$ cat src/rtl/gf8_serial_mult.sv
// Bit-serial GF(2^3) multiplier, MSB-first over b, valid/ready on both sides.
// Optional build macro GF8_SELF_CHECK_EN adds a parallel cross-check flag chk_err.
module gf8_serial_mult #(
  parameter logic [2:0]  POLY = 3'b011,
  parameter int unsigned M    = 3
) (
  input  logic         Clk,
  input  logic         Rst,
  input  logic [M-1:0] a,
  input  logic [M-1:0] b,
  input  logic         in_valid,
  output logic         in_ready,
  output logic [M-1:0] y,
  output logic         out_valid,
  input  logic         out_ready,
  output logic         busy
`ifdef GF8_SELF_CHECK_EN
  ,
  output logic         chk_err
`endif
);

  localparam int unsigned CW = $clog2(M);

  if (M != 3) begin : g_bad_degree
    $error("gf8_serial_mult: field degree M must be 3");
  end

  typedef enum logic [1:0] {IDLE, MUL, DONE} state_t;

  state_t         state_q, state_d;
  logic [M-1:0]   ra_q, ra_d, rb_q, rb_d, acc_q, acc_d, y_d, acc_mul;
  logic [CW-1:0]  cnt_q, cnt_d;
  logic           out_valid_d, in_ready_d, busy_d;

  // Multiply by x, reducing the overflow bit with x^3 = POLY.
  function automatic logic [M-1:0] xtime(input logic [M-1:0] v);
    return {v[M-2:0], 1'b0} ^ (v[M-1] ? M'(POLY) : '0);
  endfunction

  assign acc_mul = xtime(acc_q) ^ (rb_q[cnt_q] ? ra_q : '0);

`ifdef GF8_SELF_CHECK_EN
  logic chk_err_d;

  // Carry-less full product followed by explicit reduction, independent of the serial path.
  function automatic logic [M-1:0] par_mul(input logic [M-1:0] x, input logic [M-1:0] z);
    logic [2*M-2:0] p, t;
    logic [M-1:0]   zz;
    p  = '0;
    zz = z;
    for (int i = 0; i < M; i++) begin
      if (zz[0]) p = p ^ ((2*M-1)'(x) << i);
      zz = zz >> 1;
    end
    for (int k = 0; k < M - 1; k++) begin
      t = p >> (2*M-2-k);
      if (t[0]) p = p ^ ((2*M-1)'({1'b1, POLY}) << (M-2-k));
    end
    return p[M-1:0];
  endfunction
`endif

  always_comb begin
    state_d     = state_q;
    ra_d        = ra_q;
    rb_d        = rb_q;
    acc_d       = acc_q;
    cnt_d       = cnt_q;
    y_d         = y;
    out_valid_d = out_valid;
    in_ready_d  = in_ready;
    busy_d      = busy;
`ifdef GF8_SELF_CHECK_EN
    chk_err_d   = chk_err;
`endif
    case (state_q)
      IDLE: begin
        if (in_valid) begin
          ra_d       = a;
          rb_d       = b;
          acc_d      = '0;
          cnt_d      = CW'(M - 1);
          state_d    = MUL;
          in_ready_d = 1'b0;
          busy_d     = 1'b1;
        end
      end
      MUL: begin
        acc_d = acc_mul;
        cnt_d = cnt_q - CW'(1);
        if (cnt_q == '0) begin
          y_d         = acc_mul;
          state_d     = DONE;
          out_valid_d = 1'b1;
          busy_d      = 1'b0;
        end
      end
      DONE: begin
`ifdef GF8_SELF_CHECK_EN
        chk_err_d = chk_err | (par_mul(ra_q, rb_q) != y);
`endif
        if (out_ready) begin
          state_d     = IDLE;
          out_valid_d = 1'b0;
          in_ready_d  = 1'b1;
        end
      end
      default: begin
        state_d     = IDLE;
        out_valid_d = 1'b0;
        in_ready_d  = 1'b1;
        busy_d      = 1'b0;
      end
    endcase
  end

  always_ff @(posedge Clk or posedge Rst) begin
    if (Rst) begin
      state_q   <= IDLE;
      ra_q      <= '0;
      rb_q      <= '0;
      acc_q     <= '0;
      cnt_q     <= '0;
      y         <= '0;
      out_valid <= 1'b0;
      in_ready  <= 1'b1;
      busy      <= 1'b0;
`ifdef GF8_SELF_CHECK_EN
      chk_err   <= 1'b0;
`endif
    end else begin
      state_q   <= state_d;
      ra_q      <= ra_d;
      rb_q      <= rb_d;
      acc_q     <= acc_d;
      cnt_q     <= cnt_d;
      y         <= y_d;
      out_valid <= out_valid_d;
      in_ready  <= in_ready_d;
      busy      <= busy_d;
`ifdef GF8_SELF_CHECK_EN
      chk_err   <= chk_err_d;
`endif
    end
  end

endmodule

$ cat config.mk
export PLATFORM = sky130hd
export DESIGN_NAME = gf8_serial_mult
export DESIGN_NICKNAME = d
export VERILOG_FILES = /design/src/rtl/gf8_serial_mult.sv
export SDC_FILE = /design/constraint.sdc
export NUM_CORES = 1
export LEC_CHECK = 0
export ABC_AREA = 0
export BUFFER_PORTS_ARGS = -buffer_cell sky130_fd_sc_hd__clkbuf_2
export CAP_MARGIN = 20
export CORE_AREA = 3 3 45 47
export CTS_CLUSTER_SIZE = 12
export DETAILED_ROUTE_END_ITERATION = 10
export DIE_AREA = 0 0 48 50
export GPL_ROUTABILITY_DRIVEN = 0
export PLACE_DENSITY = 0.75
export RECOVER_POWER = 25
export SLEW_MARGIN = 15
export SYNTH_ARGS = -nofsm -noshare
export SYNTH_HDL_FRONTEND = slang
export SYNTH_SLANG_ARGS = --single-unit
$ cat constraint.sdc
create_clock -name Clk -period 2.4 [get_ports Clk]
set_input_delay 0.12 -clock Clk [delete_from_list [all_inputs] [get_ports Clk]]
set_output_delay 0.12 -clock Clk [all_outputs]
set_load 0.03 [all_outputs]
Word-level counts from Yosys, hierarchy flattened
Cells that the tools add are included.
{"block": "totals", "ff_bits": 19, "in_bits": 10}
{"block": "op_classes", "add_sub_neg": 1, "order_cmp": 1, "n_eq_ne": 5, "muxes": 21, "bitwise_logic": 5, "n_reduce_logical": 10}
{"operator": "$reduce_and 3->1", "count": 4}
{"operator": "$mux 2", "count": 5}
{"operator": "$pmux 1 s3", "count": 3}
{"operator": "$mux 1", "count": 7}
{"operator": "$mux 3", "count": 2}
{"operator": "$ne 2x2->1 const B", "count": 3}
{"operator": "$pmux 2 s3", "count": 1}
{"operator": "$pmux 3 s2", "count": 1}
{"operator": "$reduce_and 2->1", "count": 3}
{"operator": "$logic_not 2->1", "count": 2}
{"operator": "$pmux 2 s2", "count": 1}
{"operator": "$lt 2x3->1 const B", "count": 1}
{"operator": "$not 1->1", "count": 3}
{"operator": "$xor 3x2->3", "count": 1}
{"operator": "$xor 3x3->3", "count": 1}
{"operator": "$bmux 1 s2", "count": 1}
{"operator": "$eq 2x1->1 const B", "count": 1}
{"operator": "$eq 2x2->1 const B", "count": 1}
{"operator": "$reduce_bool 2->1", "count": 1}
{"operator": "$sub 2x1->2 const B", "count": 1}

Longest topological paths before layout
{"block": "depth", "depth_word": 5, "depth_mapped": 5, "depth_no_buf": 5}

Least setup slack after synthesis
No wires, ideal clock.
{"block": "synth_timing", "kind": "register to register", "start": "reg cnt_q[0]", "end": "reg y[0]", "setup_time_ns": 0.124, "arrival_time_ns": 1.196, "required_ns": 2.276, "slack_ns": 1.081, "stages_incl_launch_ff": 6, "n_path_buf": 0, "synth_period_minus_slack_ns": 1.319, "cell_sequence": "dfrtp_1 inv_1 ha_1 nand2_4 and4bb_1 a211o_1"}
{"block": "synth_between", "elab_chain_cells": 4, "word_cells_on_any_way": 6}
{"element": "from (decl)", "line": "33", "source": "logic [CW-1:0] cnt_q, cnt_d;"}
{"element": "from (signal assigned)", "line": "137", "source": "cnt_q <= cnt_d;"}
{"element": "$bmux 1 s2", "line": "41", "source": "assign acc_mul = xtime(acc_q) ^ (rb_q[cnt_q] ? ra_q : '0);"}
{"element": "$mux 1 (not written as such)", "line": "41"}
{"element": "$mux 3", "line": "41"}
{"element": "$xor 3x3->3", "line": "41"}
{"element": "to (signal assigned)", "line": "138", "source": "y <= y_d;"}
{"element": "to (decl)", "line": "13", "source": "output logic [M-1:0] y,"}
Parallel ways exist; a longest one is shown, timed or not. The select of a mux whose other input is x is not followed.
A chain may end at the register's enable or synchronous reset.

Worst setup path after layout
{"block": "layout_timing", "start": "reg cnt_q[1]", "end": "reg y[0]"}
Same word-level chain as after synthesis.

==> summary.txt <==
Outcome
  • Status: complete, no violations

Floorplan
  • Initial Util: 0.543
  • # IOs: 16
  • Die area: 2400 um^2
  • Width of the die: between 40 and 50 um
  • Site Rows: 15
  • Core area: around 1700 um^2
  • Die Height: 50 um

Hold path
  • Min-Delay Path Class: in2reg

Power and ir drop
  • Combinational share of power: 0.440
  • Psw: 588 uW
  • P_leak: 0.521 nW
  • Pwr Density: 1290 nW/um^2
  • Worst vdd rail ir drop: 0.702 mV
  • Clock power share: 0.120
  • P_int: ~730 uW
  • Total power: 1.32 mW
  • Flop pwr share: 0.440
  • Switching Share: 0.445

Critical path
  • Worst path slowest cell: dfrtp_1
  • CP Data Required Time: 2.59 ns
  • Crit Path Max Fanout: 12
  • CP cell instances: mux2i_1, o21ai_2, a211oi_1, a211o_1
  • Critical Path AT: roughly 1.7 ns
  • WS Path Type: reg2reg
  • Worst Setup End Kind: flop
  • Max incr delay on CP: about 0.42 ns
  • CP startpoint kind: flop

Timing
  • Final setup viols: 0
  • Max transition margin: 0.538
  • Fmax: around 0.7 GHz
  • RSZ-0062 raised after global routing: no
  • Final worst path period share: 0.609
  • Setup TNS: 0 ns
  • Fin crit period: 1.46 ns
  • Worst Skew: 0.000742 ns
  • Fin. Hold Viols: 0
  • Max Slew Vio Count: 0
  • Final worst slack: 0.938 ns
  • Slew @ Worst Pin: 0.692 ns

Global route
  • First-pass GRT wire length: 3080 um
  • Initial antenna violation count: 0
  • Vias in the first global route: 733
  • Total GRT Usage: 0.174
  • GRT overflow: 0
  • Pin count of the biggest net entering global routing: 20

Routing
  • Initial DRC Count: 9
  • WL per Instance: around 14 um
  • Routed wire length: 1730 um
  • Post-detailed-route count of antenna-violating nets: 0
  • Pre-antenna DRT Iters: 4
  • Detailed-route via count: 722
  • Via density: roughly 5.6
  • DRC Markers: 0

CTS
  • Clock sink count: 19
  • CTS tree: done
  • PostCTS Resize Cnt: 0
  • CTS buffer count: 3
  • H-tree lvl count: 1
  • Clock Latency Late Sink: between 0.2 and 0.3 ns
  • Clock Pin Slew Worst Setup and Hold Paths: about 0.10 ns
  • Maximum root-to-sink buffer count: 2
  • Root buf cell: clkbuf_4

Synth
  • Post-synthesis net count: approximately 110
  • Synth Area in Compound Gates: 0.162
  • Synth Area in Adders: 0.0136
  • Syn avg cell area: between 9 and 10 um^2
  • Synthesized flop and latch total: 19
  • Synth Warn #: 0
  • Mux share of post-synthesis cell area: 0.0109
  • Yosys cell types: 28
  • Mapped Area: between 900 and 1000 um^2
  • XOR/XNOR share of the synthesized area: 0.00955
  • Largest family of logic cells by synthesized area: simple AND/OR/NAND/NOR gates
  • Cells after Synth: 94
  • Register area share after synthesis: 0.520
  • Post-Synth Simple-Gate Area: 0.237

Cells and area
  • ANT cells: 0
  • Storage cell area: 477 um^2
  • Share of post-route cells with drive strength above 1: 0.216
  • Filler cell count: 157
  • Fin nets: 123
  • Multi-input logic area: 398 um^2
  • Layout area overhead: 12.0%
  • Post-route insts no fill: 128

Placed design
  • Port bufs: 15
  • DP Cell Count: 123
  • Post-DP HPWL: 1250 um
  • DP Worst Slack: between 0.9 and 1 ns

Flow run
  • Max-cap viol count: 0
critical path: cells and delay by family (launching register included):
kind / cells / cell delay (ns)
DFF: 1 / 0.42
muxes: 1 / 0.14
AOI/OAI and AO/OA: 3 / 0.79
final cells by class:
class | count | share of cell area
inverters | 6 | 0.0219
repair buffers | 16 | 0.0804
multi-input cells | 66 | 0.387
flip-flops and latches | 19 | 0.464
clock buffers | 4 | 0.0256
well taps | 17 | 0.0207
synthesized netlist by cell type:
library cell	count	share of area
o21ai_0	8	0.044
nand2_1	23	0.094
ha_1	1	0.014
mux2i_1	1	0.011
nand4_1	3	0.020
o311ai_1	2	0.019
buf_2	1	0.0055
inv_1	6	0.025
clkbuf_1	1	0.0041
and3_1	1	0.0068
and2b_4	1	0.011
a211oi_1	2	0.016
a21oi_1	2	0.011
and4bb_1	2	0.027
or2b_1	1	0.0082
a211o_1	2	0.019
and2_1	1	0.0068
nand2_4	1	0.012
nand2b_1	1	0.0068
nand3_1	5	0.027
a211o_2	4	0.044
buf_6	1	0.012
o21ai_2	1	0.0096
nor2_1	2	0.0082
nand3b_1	1	0.0082
dfrtp_1	18	0.49
xnor2_1	1	0.0096
dfstp_2	1	0.029
power groups by stage:
stage,clock network [mW],registers [mW],logic (mW)
after floorplan,0,0.640,0.411
after global placement,0,0.580,0.564
after detailed placement,0,0.588,0.585
after CTS,0.164,0.581,0.589
after global routing,0.179,0.605,0.662
final,0.159,0.582,0.581
placed cells by master (no fill, tap or decap):
cell / Yosys / routed
nand2_1: 23 / 23
dfrtp_1: 18 / 18
clkbuf_2: 0 / 13
o21ai_0: 8 / 8
inv_1: 6 / 6
nand3_1: 5 / 5
a211o_2: 4 / 4
nand4_1: 3 / 3
clkbuf_4: 0 / 3
clkbuf_1: 1 / 3
nor2_1: 2 / 2
a21oi_1: 2 / 2
a211oi_1: 2 / 2
and4bb_1: 2 / 2
a211o_1: 2 / 2
o311ai_1: 2 / 2
and2_1: 1 / 1
mux2i_1: 1 / 1
nand3b_1: 1 / 1
o21ai_2: 1 / 1
xnor2_1: 1 / 1
and2b_4: 1 / 1
nand2_4: 1 / 1
and3_1: 1 / 1
nand2b_1: 1 / 1
or2b_1: 1 / 1
ha_1: 1 / 1
dlygate4sd3_1: 0 / 1
dfstp_2: 1 / 1
metal layers:
layer,track usage,up-vias,part of all wire
li1,-,363,-
met4,0.0538,0,0.014
met3,0.0328,4,0.028
met1,0.229,342,0.46
met5,0,-,0
met2,0.280,13,0.50
per-stage QoR:
step / hold WS, ns / utilization / instance area (um^2)
after floorplan: 0.0704 / - / 917
after global placement: 0.250 / 0.588 / 993
after detailed placement: 0.252 / 0.588 / 993
after CTS: 0.00756 / 0.610 / 1030
after global routing: 0.0179 / 0.608 / 1030
final: 0.0115 / 0.608 / 1030
registers in the layout, indices dropped and copies added (netlist names):
register	count
y	3
out_valid	1
acc_q	3
busy	1
rb_q	3
in_ready	1
cnt_q	2
ra_q	3
state_q	2
logic make-up (layout without fill, tap and decap cells):
group	Yosys count	in the layout
AOI/OAI and AO/OA	21	21
xor gates and xnor gates	1	1
adders and majority gates	1	1
buffers and inverters	9	26
DFF	19	19
muxes	1	1
and+or+nand+nor	42	42
what timing repair did:
| item | 4_1_cts | 5_1_grt |
|---|---|---|
| setup endpoints to repair | 0 | 0 |
| hold buffers | 1 | 0 |
| hold endpoints to repair | 18 | 0 |
| buffers inserted | 0 | 0 |
final timing paths:
check	from	end	slack [ns]	cells past startpoint
worst max-delay path	cnt_q[1]$_DFFE_PP0P_	y[0]$_DFFE_PP0P_	0.94	4
worst max register to register	cnt_q[1]$_DFFE_PP0P_	y[0]$_DFFE_PP0P_	0.94	4
min in group asynchronous	Rst	rb_q[1]$_DFFE_PP0P_	0.45	3
worst min register to register	in_ready$_DFFE_PP1P_	in_ready$_DFFE_PP1P_	0.47	2
max in group asynchronous	Rst	acc_q[0]$_DFFE_PP0P_	1.51	3
worst min-delay path	b[2]	rb_q[2]$_DFFE_PP0P_	0.01	3
(Power assumes the default switching activity.)
